**src/rtl/cs_window_decoder.sv**
```systemverilog
// rtl/cs_window_decoder.sv - 68000 chip-select window decoder with boot overlay and posted-write credits
//
// Purpose: registers a one-hot region select at the start of every bus cycle. A boot
// overlay maps RAM to ROM until enough ROM hits are seen. A credit counter limits the
// number of outstanding posted writes to the I/O bus.
// Optional feature macro: CS_OVERLAY_EN (overlay FSM, hit counter and RAM->ROM redirect).
//
// Ports:
//   CLK      in   system clock, rising edge
//   RES      in   asynchronous active-high reset
//   A        in   CPU address A[AW:1]; A[AW:AW-7] is decoded
//   nWE      in   low = write cycle
//   BACT     in   bus cycle active
//   QoSEN    in   high forces accesses non-posted
//   PWDONE   in   one-cycle pulse, a posted write retired
//   SEL      out  registered one-hot region select
//   MISS     out  registered, no region matched
//   OVERLAY  out  overlay state
//   POSTED   out  registered, current access is a posted write
//   CREDITS  out  free posted-write credits
module cs_window_decoder #(
    parameter int                AW          = 23,
    parameter int                NREG        = 8,
    parameter logic [8*NREG-1:0] REGION_BASE = 64'h3F_F6_F5_F4_F3_F2_40_00,
    parameter logic [8*NREG-1:0] REGION_MASK = 64'hFF_FF_FF_FF_FF_FF_F0_C0,
    parameter int                ROM_REGION  = 1,
    parameter int                RAM_REGION  = 0,
    parameter int                OVL_HITS    = 1,
    parameter logic [NREG-1:0]   PW_MASK     = 8'h80,
    parameter int                PW_DEPTH    = 2
) (
    input  logic            CLK,
    input  logic            RES,
    input  logic [AW:1]     A,
    input  logic            nWE,
    input  logic            BACT,
    input  logic            QoSEN,
    input  logic            PWDONE,
    output logic [NREG-1:0] SEL,
    output logic            MISS,
    output logic            OVERLAY,
    output logic            POSTED,
    output logic [2:0]      CREDITS
);

    localparam int         IW    = (NREG > 1) ? $clog2(NREG) : 1;
    localparam logic [2:0] DEPTH = 3'(PW_DEPTH);

    logic [NREG-1:0] match;
    logic            hit;
    logic [IW-1:0]   win;
    logic [IW-1:0]   eff_win;
    logic            ovl_active;
    logic            cap;
    logic            posted_d;
    logic            take;
    logic            give;

    logic            bact_q;
    logic [NREG-1:0] sel_q;
    logic            miss_q;
    logic            posted_q;
    logic [2:0]      credits_q;

    // Priority decode: scanning from the top down leaves the lowest matching index.
    always_comb begin
        match = '0;
        hit   = 1'b0;
        win   = '0;
        for (int i = 0; i < NREG; i++) begin
            match[i] = ((A[AW -: 8] & REGION_MASK[8*i +: 8]) ==
                        (REGION_BASE[8*i +: 8] & REGION_MASK[8*i +: 8]));
        end
        for (int i = NREG - 1; i >= 0; i--) begin
            if (match[i]) begin
                hit = 1'b1;
                win = IW'(i);
            end
        end
    end

    // bact_q resets high so a BACT still asserted when RES drops is not taken as a new cycle.
    assign cap = BACT && !bact_q;

    always_comb begin
        eff_win = win;
        if (ovl_active && hit && (win == IW'(RAM_REGION))) begin
            eff_win = IW'(ROM_REGION);
        end
    end

    assign posted_d = hit && !nWE && PW_MASK[eff_win] && !QoSEN && (credits_q != 3'd0);
    assign take     = cap && posted_d;
    // A retire with every credit already free is spurious and dropped.
    assign give     = PWDONE && (credits_q != DEPTH);

    always_ff @(posedge CLK or posedge RES) begin
        if (RES) begin
            bact_q    <= 1'b1;
            sel_q     <= '0;
            miss_q    <= 1'b0;
            posted_q  <= 1'b0;
            credits_q <= DEPTH;
        end else begin
            bact_q <= BACT;
            if (!BACT) begin
                sel_q    <= '0;
                miss_q   <= 1'b0;
                posted_q <= 1'b0;
            end else if (cap) begin
                sel_q    <= hit ? (NREG'(1) << eff_win) : '0;
                miss_q   <= !hit;
                posted_q <= posted_d;
            end
            if (take && !give) begin
                credits_q <= credits_q - 3'd1;
            end else if (give && !take) begin
                credits_q <= credits_q + 3'd1;
            end
        end
    end

`ifdef CS_OVERLAY_EN
    typedef enum logic {
        OVL = 1'b0,
        RUN = 1'b1
    } ovl_state_t;

    ovl_state_t state_q;
    ovl_state_t state_d;
    logic [3:0] hits_q;
    logic [3:0] hits_d;

    always_ff @(posedge CLK or posedge RES) begin
        if (RES) begin
            state_q <= OVL;
            hits_q  <= 4'd0;
        end else begin
            state_q <= state_d;
            hits_q  <= hits_d;
        end
    end

    // ROM hits are counted on the un-redirected winner, so overlaid RAM accesses do not count.
    always_comb begin
        state_d = state_q;
        hits_d  = hits_q;
        if ((state_q == OVL) && cap && hit && (win == IW'(ROM_REGION))) begin
            hits_d = hits_q + 4'd1;
            if (hits_d == 4'(OVL_HITS)) begin
                state_d = RUN;
            end
        end
    end

    assign ovl_active = (state_q == OVL);
`else
    assign ovl_active = 1'b0;
`endif

    assign SEL     = sel_q;
    assign MISS    = miss_q;
    assign POSTED  = posted_q;
    assign CREDITS = credits_q;
    assign OVERLAY = ovl_active;

endmodule

```
**config.mk**
```make
export PLATFORM = sky130hd
export DESIGN_NAME = cs_window_decoder
export DESIGN_NICKNAME = d
export VERILOG_FILES = /design/src/rtl/cs_window_decoder.sv
export SDC_FILE = /design/constraint.sdc
export NUM_CORES = 1
export LEC_CHECK = 0
export CAP_MARGIN = 25
export CORE_UTILIZATION = 37
export CTS_CLUSTER_DIAMETER = 60
export CTS_CLUSTER_SIZE = 12
export DETAILED_ROUTE_END_ITERATION = 10
export PLACE_DENSITY = 0.86
export SYNTH_ARGS = -nofsm -noshare
export SYNTH_HDL_FRONTEND = slang
export SYNTH_SLANG_ARGS = --single-unit
export TNS_END_PERCENT = 10
```
**constraint.sdc**
```tcl
create_clock -name CLK -period 1.85 [get_ports CLK]
set_input_delay 0.37 -clock CLK [delete_from_list [all_inputs] [get_ports CLK]]
set_output_delay 0.37 -clock CLK [all_outputs]
set_load 0.01 [all_outputs]
```
# Word-level counts from Yosys, hierarchy flattened
# Memories as Yosys holds them, arrays and structs flattened.
# Index checks and enable logic that the tools add are counted.
[totals] regBits=14 mem_bits_ro=8 n_memories=1 input_bits=29 word_cells=63
[memory_table] memory="(no name shown)" depth=8 word_bits=1 read_ports=1 rd_clocked_by_memory_dff=0 wr=0 line="92" text="assign posted_d = hit && !nWE && PW_MASK[eff_win] && !QoSEN && (credits_q != 3'd0);"
[classes] n_lt_le_gt_ge=1 add_sub_neg=2 n_reduce_logical=18 shift=1 muxes=26 n_eq_ne=9
[ops] operator="== test 8 bit (second input constant)" n=5
[ops] operator="two-way mux 3 bit" n=10
[ops] operator="two-way mux 8 bit" n=3
[ops] operator="two-way mux 1 bit" n=13
[ops] operator="logical AND 1 bit" n=9
[ops] operator="== test 8 x 6 -> 1 bit (second input constant)" n=1
[ops] operator="logical NOT 8 bit" n=1
[ops] operator="left shift 1 x 3 -> 8 bit (first input constant)" n=1
[ops] operator="logical NOT 1 bit" n=6
[ops] operator="== test 4 x 3 -> 1 bit (second input constant)" n=1
[ops] operator="< comparator 3 x 4 -> 1 bit (second input constant)" n=1
[ops] operator="adder 3 x 1 -> 3 bit (second input constant)" n=1
[ops] operator="inequality test 3 x 2 -> 1 bit (second input constant)" n=1
[ops] operator="nonzero test 3 bit" n=1
[ops] operator="subtractor 3 x 1 -> 3 bit (second input constant)" n=1
[ops] operator="inequality test 2 x 1 -> 1 bit (second input constant)" n=1
[ops] operator="nonzero test 2 bit" n=1

# Longest topological paths before layout
[depth] word_depth=19 depth_mapped=8

# Least setup slack after synthesis
# Ideal clock, no wire load.
[synth_timing] path_kind="register to register" start="register credits_q[1], in the netlist CREDITS[1]" end="register credits_q[2], in the netlist CREDITS[2]" stages_incl_launch_ff=6 period_less_slack_ns=1.460 t_arrival_ns=1.381 path_slack_ns=0.390 t_required_ns=1.771 path_cell_list="dfstp_2 > inv_1 > fa_1 > xor2_1 > nor2_1 > xor2_1"
[synth_via] elab_chain_cells=6
[synth_lines] element="start, declared" line="63" text="logic [2:0] credits_q;"
[synth_lines] element="start signal, assigned" line="116" text="credits_q <= credits_q - 3'd1;"
[synth_lines] element="start signal, assigned" line="118" text="credits_q <= credits_q + 3'd1;"
[synth_lines] element="branches (longest 6 deep; another with adder 3 x 1 -> 3 bit)"
# Several ways; the timed one is not identified. The select of a mux whose other input is x is not followed.
# A chain may end at the register's enable or synchronous reset.

# Worst setup path after layout
[layout_timing] start="register credits_q[1], in the netlist CREDITS[1]" end="output CREDITS[1]"
[layout_lines] element="end, declared" line="43" text="output logic [2:0] CREDITS"
# No word-level cell between the ends.

==> flow_summary.yaml <==
sta:
  setup_viol: 0
  skew_ps: 4.70
  drv_slew: 0
  holdWs_ps: 414
  fmax_mhz: 586
  hold_viol_final: 0
  rsz0062_at_grt: "no"
  slew_headroom_pct: 64.6
  worstMarginPinSlew_ps: 530
  totalNegativeSetupSlack_ps: 0
  period_minus_slack_ps: 1710
  min_period_over_period_pct: 92.3
layout:
  nets: 136
  area_growth_pct: 45.6
  layout-drive-gt1-share_pct: 18.3
  layout_common_cells: "clkdlybuf4s50_1, dfrtp_1, buf_4"
  final_common_cell: "clkdlybuf4s50_1"
  num_antenna_cells: 0
grt:
  antenna_found_initial: 0
  grt_start_max_net_pins: 16
  grt_pass1_wl_mm: 2.68
  grt_pass1_vias: 606
  grt-ovfl-total: 0
  gr-usage-all-layers_pct: 17.6
clock_tree:
  cts-htree-levels: 1
  numCtsBuffers: 3
  cts.sinks: 14
  clk_pin_slew_ps: 90
  cts_setup_buffers: 0
  cts_resized: 0
  cts_hold_buffers: 0
  clk_latency_ps: 280
  cts_tree: "built"
  root_buffer: "clkbuf_4"
  cts.path.max_buffers: 2
setup_path:
  path_delay_family: "flip-flops"
  cp-end-kind: "primary output"
  cp.required_ps: 1480
  start_kind: "register"
  critical_path_buf_inv_count: 1
  critPathArrivalTime_ps: 1340
  slowest_stage: "dfstp_2"
  critical-path-max-stage-delay_ps: 530
  critical_path_class: "register to primary output"
  crit_fanout: 2
  worstPathCellList: "clkdlybuf4s50_1"
yosys:
  synth-seq-cells: 14
  ys_warn_count: 0
  syn_avg_cell_area_um2: 10.4
  yosysTopAreaCellShare_pct: 40.2
  async_flop_share_pct: 100
  yosys_most_used_dff: "dfrtp_1"
  syn_inst: 72
  syn_area_um2: 747
  yosysSeqAreaShare_pct: 47.2
  ys_top_cells_by_area: "dfrtp_1, dfstp_2, xor2_1"
  synth_top_area_cell: "dfrtp_1"
  synthDistinctLibCells: 33
  synth-edff-count: 0
drt:
  drc: 0
  drt_first_pass_iters: 4
  top_layer: "met4"
  wl_met3_um: 63
  wl_met2_um: 874
  via_per_inst: 5.13
  wl_per_cell_um: 13.0
  wl_met1_um: 727
  wl_mm: 1.67
  via_count: 662
  ant_nets: 0
  drtIter0Drc: 16
power_and_ir_drop:
  pwr-share-comb_pct: 33.5
  power_leakage_uw: 0.000483
  p_clk_share_pct: 24.0
  p_sw_share_pct: 30.4
  switchingPower_uw: 279
  ir_worst_vdd_mv: 0.728
  pwr-share-seq_pct: 42.5
  pwr_density_cell_mw_per_mm2: 845
  internal_power_uw: 640
placement:
  dpl.hpwl_mm: 1.26
  gp_congestion: 0.779
  io_buffer_count: 24
floorplanning:
  fp.dieH_um: 46.9
  die_x_um: 46.9
  rows: 15
  io_pins: 43
  core_area_mm2: 0.00180
  die_area_mm2: 0.00220
  initial_core_util_pct: 41.5
worst_hold_path:
  hold_class: "input pin to async pin"
job:
  max_cap_violations: 0
status:
  outcome: "completed"
-- cell type report --
| class | count | area [um^2] |
|---|---|---|
| inverters | 6 | 22.5 |
| multi-input cells | 50 | 359 |
| fillers | 159 | 714 |
| flip-flops and latches | 14 | 353 |
| repair buffers | 30 | 285 |
| clock buffers | 4 | 36.3 |
| well taps | 25 | 31.3 |
-- worst paths after layout --
path | start | endpoint | slack, ps | cells past startpoint
max reg2reg | CREDITS[1] | CREDITS[2] | 340 | 5
max in group asynchronous | RES | CREDITS[1] | 1070 | 2
max | CREDITS[1] | CREDITS[1] | 140 | 1
min in group CLK | CREDITS[2] | CREDITS[2] | 510 | 1
min | RES | SEL[4] | 410 | 2
min reg2reg | CREDITS[2] | CREDITS[2] | 510 | 1
-- metal layers --
| layer | vias up | track usage (%) |
|---|---|---|
| met1 | 323 | 22.3 |
| met5 | - | 0 |
| met3 | 2 | 4.62 |
| li1 | 321 | - |
| met2 | 16 | 29.4 |
| met4 | 0 | 5.14 |
-- synth_stat cells (all sizes together) (2+ instances only) --
cell type,number
a21oi,2
nand2,4
dfstp,2
xor2,3
nand3,5
o41ai,2
nor3,3
o31ai,3
buf,2
inv,6
xnor2,2
mux2i,2
and3,3
dfrtp,12
a31o,2
nor2,5
nor4b,2
-- worst register-to-register path, cell delays in order, from the launching register on --
cell,delay [ps]
dfstp_2,530
inv_1,80
fa_1,410
xor2_1,150
nor2_1,110
xor2_1,150
-- kinds of logic after synthesis --
kind of cell	count (synthesis)	synth area share, %
flops	14	47.2
other cells	1	0.502
compound gates	14	15.2
fa+ha+maj	2	4.35
xor+xnor	5	5.86
mux	2	2.68
buf+inv	9	5.19
simple gates	25	18.9
-- registers in the layout (all words and copies together), names as in the netlist --
name / count
bact_q: 1
CREDITS: 3
POSTED: 1
SEL: 8
MISS: 1
-- stage by stage --
stage	cell area, um^2	worst slack, ps	std cells	util, %	total power [uW]
final	1090	143	129	60.3	919
after floorplan	751	390	73	-	557
after global routing	1090	108	129	60.3	976
after global placement	1050	11.7	125	58.3	684
after detailed placement	1050	-38.9	125	58.3	695
after CTS	1090	131	129	60.3	928
-- power by group through the flow --
stage                     registers (uW)  clock network, uW  logic (uW)
final                                390                221         308
after global placement               395                  0         289
after floorplan                      410                  0         148
after detailed placement             397                  0         297
after global routing                 399                242         335
after CTS                            391                227         309
Note: power is estimated with default switching activity, not from simulation.
